==> src/rtl/param_sync_fifo.sv <==
// Single-clock FIFO with pointer-difference occupancy, registered over/underflow pulses and a
// choice of registered-read or first-word-fall-through output.
module param_sync_fifo #(
  parameter int unsigned DATA_WIDTH = 8,
  parameter int unsigned ADD_WIDTH  = 4,
  parameter int unsigned FWFT       = 0,
  parameter int unsigned AF_LEVEL   = 12,
  parameter int unsigned AE_LEVEL   = 4
) (
  input  logic                  clk,
  input  logic                  rst,
  input  logic                  wr_en,
  input  logic [DATA_WIDTH-1:0] data_in,
  input  logic                  rd_en,
  output logic [DATA_WIDTH-1:0] data_out,
  output logic                  data_valid,
  output logic                  fifo_full,
  output logic                  fifo_empty,
  output logic                  almost_full,
  output logic                  almost_empty,
  output logic [ADD_WIDTH:0]    fifo_count,
  output logic                  overflow,
  output logic                  underflow
);

  localparam int unsigned Depth = 1 << ADD_WIDTH;
  localparam int unsigned PtrW  = ADD_WIDTH + 1;

  logic [PtrW-1:0]       wr_ptr_q, wr_ptr_d;
  logic [PtrW-1:0]       rd_ptr_q, rd_ptr_d;
  logic [ADD_WIDTH-1:0]  wr_addr, rd_addr;
  logic                  rd_accept, wr_accept;
  logic                  overflow_q, overflow_d;
  logic                  underflow_q, underflow_d;
  logic [DATA_WIDTH-1:0] mem_q [Depth];

  assign wr_addr = wr_ptr_q[ADD_WIDTH-1:0];
  assign rd_addr = rd_ptr_q[ADD_WIDTH-1:0];

  // Status decode, purely from the pointer registers.
  assign fifo_count   = wr_ptr_q - rd_ptr_q;
  assign fifo_empty   = (wr_ptr_q == rd_ptr_q);
  assign fifo_full    = (wr_ptr_q[ADD_WIDTH] != rd_ptr_q[ADD_WIDTH]) && (wr_addr == rd_addr);
  assign almost_full  = (fifo_count >= PtrW'(AF_LEVEL));
  assign almost_empty = (fifo_count <= PtrW'(AE_LEVEL));
  assign overflow     = overflow_q;
  assign underflow    = underflow_q;

  // Accept logic and next pointers; a full FIFO still takes a write if a pop frees a slot.
  always_comb begin
    rd_accept   = rd_en && !fifo_empty;
    wr_accept   = wr_en && (!fifo_full || rd_accept);
    wr_ptr_d    = wr_accept ? wr_ptr_q + PtrW'(1) : wr_ptr_q;
    rd_ptr_d    = rd_accept ? rd_ptr_q + PtrW'(1) : rd_ptr_q;
    overflow_d  = wr_en && !wr_accept;
    underflow_d = rd_en && !rd_accept;
  end

  // Pointer and error-pulse state.
  always_ff @(posedge clk or negedge rst) begin
    if (!rst) begin
      wr_ptr_q    <= '0;
      rd_ptr_q    <= '0;
      overflow_q  <= 1'b0;
      underflow_q <= 1'b0;
    end else begin
      wr_ptr_q    <= wr_ptr_d;
      rd_ptr_q    <= rd_ptr_d;
      overflow_q  <= overflow_d;
      underflow_q <= underflow_d;
    end
  end

  // Storage array; intentionally not reset.
  always_ff @(posedge clk) begin
    if (wr_accept) begin
      mem_q[wr_addr] <= data_in;
    end
  end

  if (FWFT == 0) begin : g_std_read
    logic [DATA_WIDTH-1:0] dout_q, dout_d;
    logic                  dvalid_q, dvalid_d;

    // Registered read: capture head on pop, hold otherwise.
    always_comb begin
      dout_d   = rd_accept ? mem_q[rd_addr] : dout_q;
      dvalid_d = rd_accept;
    end

    // Output register.
    always_ff @(posedge clk or negedge rst) begin
      if (!rst) begin
        dout_q   <= '0;
        dvalid_q <= 1'b0;
      end else begin
        dout_q   <= dout_d;
        dvalid_q <= dvalid_d;
      end
    end

    assign data_out   = dout_q;
    assign data_valid = dvalid_q;
  end else begin : g_fwft_read
    // Head word presented directly; forced to zero when empty so reset shows data_out = 0.
    assign data_out   = fifo_empty ? '0 : mem_q[rd_addr];
    assign data_valid = !fifo_empty;
  end

endmodule
==> config.mk <==
export PLATFORM = sky130hd
export DESIGN_NAME = param_sync_fifo
export DESIGN_NICKNAME = d
export VERILOG_FILES = /design/src/rtl/param_sync_fifo.sv
export SDC_FILE = /design/constraint.sdc
export NUM_CORES = 1
export LEC_CHECK = 0
export CAP_MARGIN = 5
export CORE_MARGIN = 1
export CORE_UTILIZATION = 64
export DETAILED_ROUTE_END_ITERATION = 8
export PLACE_DENSITY = 0.84
export RECOVER_POWER = 25
export SYNTH_ARGS = -nofsm -noshare
export SYNTH_HDL_FRONTEND = slang
export SYNTH_SLANG_ARGS = --single-unit
==> constraint.sdc <==
create_clock -name clk -period 7.6 [get_ports clk]
set_input_delay 1.9 -clock clk [delete_from_list [all_inputs] [get_ports clk]]
set_output_delay 1.9 -clock clk [all_outputs]
set_load 0.02 [all_outputs]
==> reports/results.tsv <==
stage	metric	value	unit
detailed_routing	avgRoutedWirePerCell	23.8	um
timing	worst_hold_slack	0.531	ns
timing	timing.final.hold_violations	0	
placement	dp_hpwl	7440	um
clocking	cts_resized	0	
finish	synthToLayoutAreaGrowth	16.2	%
worst_setup_path	start_kind	register	
timing	rsz0062_at_grt	false	
detailed_routing	vias_per_cell	6.39	
worst_hold_path	hold_path_depth	1	
detailed_routing	first_iter_violations	391	
finish	final_cell_mix	edfxtp_1 (128), mux2i_1 (48), clkdlybuf4s50_1 (24), nor2_1 (21), dfrtp_1 (21)	
floorplanning	die_y	99.7	um
placement	place_ws	2.99	ns
floorplanning	num_rows	35	
timing	min_period	5.19	ns
worst_setup_path	rr_endpoint	mem_q[7][6]	
detailed_routing	routed_wirelength	13000	um
placement	dpl.cell_count	513	
synth	syn_area	6110	um2
worst_setup_path	path_class	reg2out	
synth	ys_seq_elements	149	
clocking	cts_tree	yes	
global_routing	grt_usage	28.4	%
floorplanning	die_w	99.7	um
floorplanning	dieArea	9940	um2
worst_setup_path	cp.arrival	3.29	ns
power	ir_drop	0.000252	V
synth	ys_types	39	
timing	max_freq	193	MHz
placement	port_buffers	31	
finish	stdcell_area	7100	um2
global_routing	grt_pass1_wl	19700	um
floorplanning	io_pins	32	
synth	ys_warn_count	0	
placement	dpl_cell_area	6480	um2
timing	finalSetupTns	0	ns
timing	finalMaxSlewViolations	0	
floorplanning	core_region_area	9240	um2
clocking	ctsHoldBuffers	0	
detailed_routing	num_vias	3483	
detailed_routing	route.antenna.remaining_nets	0	
power	powerDensity	430	nW/um2
clocking	ctsHtreeMaxLevel	4	
timing	setup_viol	0	
worst_setup_path	crit_path_max_fanout	31	
global_routing	first_global_vias	3458	
clocking	cts_sinks	149	
clocking	cts_buffers	17	
finish	num_antenna_cells	0	
detailed_routing	post-route-drc-count	0	
finish	final_common_cell	edfxtp_1	
worst_hold_path	min_from	wr_ptr_q[4]	
worst_setup_path	endpoint_kind	primary output	
detailed_routing	drt_pass1_iterations	5	
clocking	root_buffer	clkbuf_8	
clocking	clockBufferDepth	2	
status	status	finished clean	
timing	period_share	68.3	%
placement	gp_congestion	0.805	
timing	tightest_slew	1.06	ns
worst_hold_path	worstHoldPathType	reg2reg	
finish	layout.cells.non_filler	545	
timing	fin_ws	2.41	ns
synth	synth_cells	367	
clocking	clk_pin_slew	0.06	ns
finish	finish.utilization	76.8	%
power	fin_total_pwr	3.05	mW
global_routing	grt_max_degree	33	
synth	avgSynthCellArea	16.7	um2
finish	layout-drive-gt1-share	10.3	%
worst_setup_path	cp.required	5.70	ns
clocking	post_cts_buffers	0	
synth	seq_area_frac_synth	71.5	%
finish	final_nets	425	
job	drv_cap	0	
worst_hold_path	worstHoldEndpoint	wr_ptr_q[4]	
floorplanning	start_util	66.1	%
synth	synth_nets	389	
worst_setup_path	worst-r2r-cell-count	6	
worst_setup_path	ff2ff_setup_slack	4.70	ns
global_routing	grt_antenna_before_repair	0	
timing	skew	0.00744	ns
timing	worst_slew_margin_rel	28.8	%
clocking	clock_latency	0.53	ns
worst_setup_path	worstReg2RegStart	rd_ptr_q[3]	
power	p_leak	2.54	nW
global_routing	grt.overflow.total	0	
[how the worst max path moves through the flow]
stage,from,endpoint,slack [ns],cells after the start
detailed placement,rd_ptr_q[1],almost_empty,2.99,8
CTS,rd_ptr_q[1],almost_empty,2.42,8
global placement,rd_ptr_q[1],almost_empty,3.10,8
finish,rd_ptr_q[1],almost_empty,2.41,8
floorplan,rd_ptr_q[1],almost_full,3.45,9
global route,rd_ptr_q[1],almost_empty,2.17,8
[synthesized netlist by cell type]
cell type | count | share of area, %
mux2i_1 | 48 | 7.9
buf_6 | 4 | 0.74
xnor2_1 | 7 | 1.0
buf_2 | 7 | 0.57
o221a_2 | 1 | 0.18
ha_1 | 9 | 1.8
and3_1 | 2 | 0.20
a21boi_0 | 1 | 0.12
clkbuf_1 | 1 | 0.061
o22ai_1 | 16 | 1.6
nand3b_1 | 2 | 0.25
o32ai_1 | 1 | 0.14
nand4_1 | 3 | 0.31
buf_8 | 1 | 0.25
nor3b_1 | 3 | 0.37
or3b_1 | 1 | 0.14
edfxtp_1 | 128 | 63
o21ai_1 | 4 | 0.33
o31ai_2 | 1 | 0.20
o31a_1 | 1 | 0.14
a31oi_1 | 8 | 0.82
nor2_1 | 21 | 1.3
nor3_1 | 2 | 0.16
o21a_2 | 1 | 0.14
and3_4 | 1 | 0.18
nor2b_1 | 3 | 0.31
dfrtp_1 | 21 | 8.6
nand2_1 | 4 | 0.25
mux4_1 | 2 | 0.86
mux4_2 | 6 | 2.2
fa_1 | 1 | 0.33
a221oi_1 | 8 | 1.1
xor2_1 | 4 | 0.57
nand3_1 | 3 | 0.25
a21oi_1 | 1 | 0.082
buf_4 | 4 | 0.49
o21ai_0 | 9 | 0.74
inv_1 | 11 | 0.68
and2_1 | 16 | 1.6
[cell type report]
cell class,instances,area (um2)
Clock buffer,21,449
Tap cell,129,161
Clock inverter,11,173
Timing Repair Buffer,34,333
Sequential cell,149,4370
Fill cell,503,2140
Multi-Input combinational cell,190,1570
Inverter,11,41.3
[logic make-up after synthesis]
logic type	count (synthesis)	share of synthesized area, %
DFF	149	71.5
buffers and inverters	28	2.78
AOI/OAI and AO/OA	52	5.69
xor gates and xnor gates	11	1.58
muxes	56	10.9
and+or+nand+nor	61	5.34
adders and majority gates	10	2.17
[critical path: stages, from the launching register on]
cell and delay (ns):
dfrtp_1 0.32, buf_4 0.44, inv_1 0.13, ha_1 0.31
nor2b_1 0.13, o21ai_0 0.21, nor3b_1 0.37, o221a_2 0.25
clkdlybuf4s50_1 0.59
[per-layer routing]
layer | share of wire, % | vias up | track usage, %
li1 | - | 1499 | -
met1 | 40 | 1745 | 39.0
met2 | 50 | 208 | 44.7
met3 | 8.3 | 31 | 6.39
met4 | 2.4 | 0 | 11.5
met5 | 0 | - | 0
[report_power, final]
part / switching [mW] / internal (mW) / total [mW]
registers: 0.0821 / 1.01 / 1.09
logic: 0.632 / 0.448 / 1.08
clock network: 0.327 / 0.553 / 0.880
total: 1.04 / 2.01 / 3.05
[sequential cells by signal, indices dropped and copies added (netlist names)]
signal and cells:
data_valid 1, underflow 1, overflow 1, wr_ptr_q 5
rd_ptr_q 5, data_out 8, mem_q 128
(Power assumes the default switching activity.)
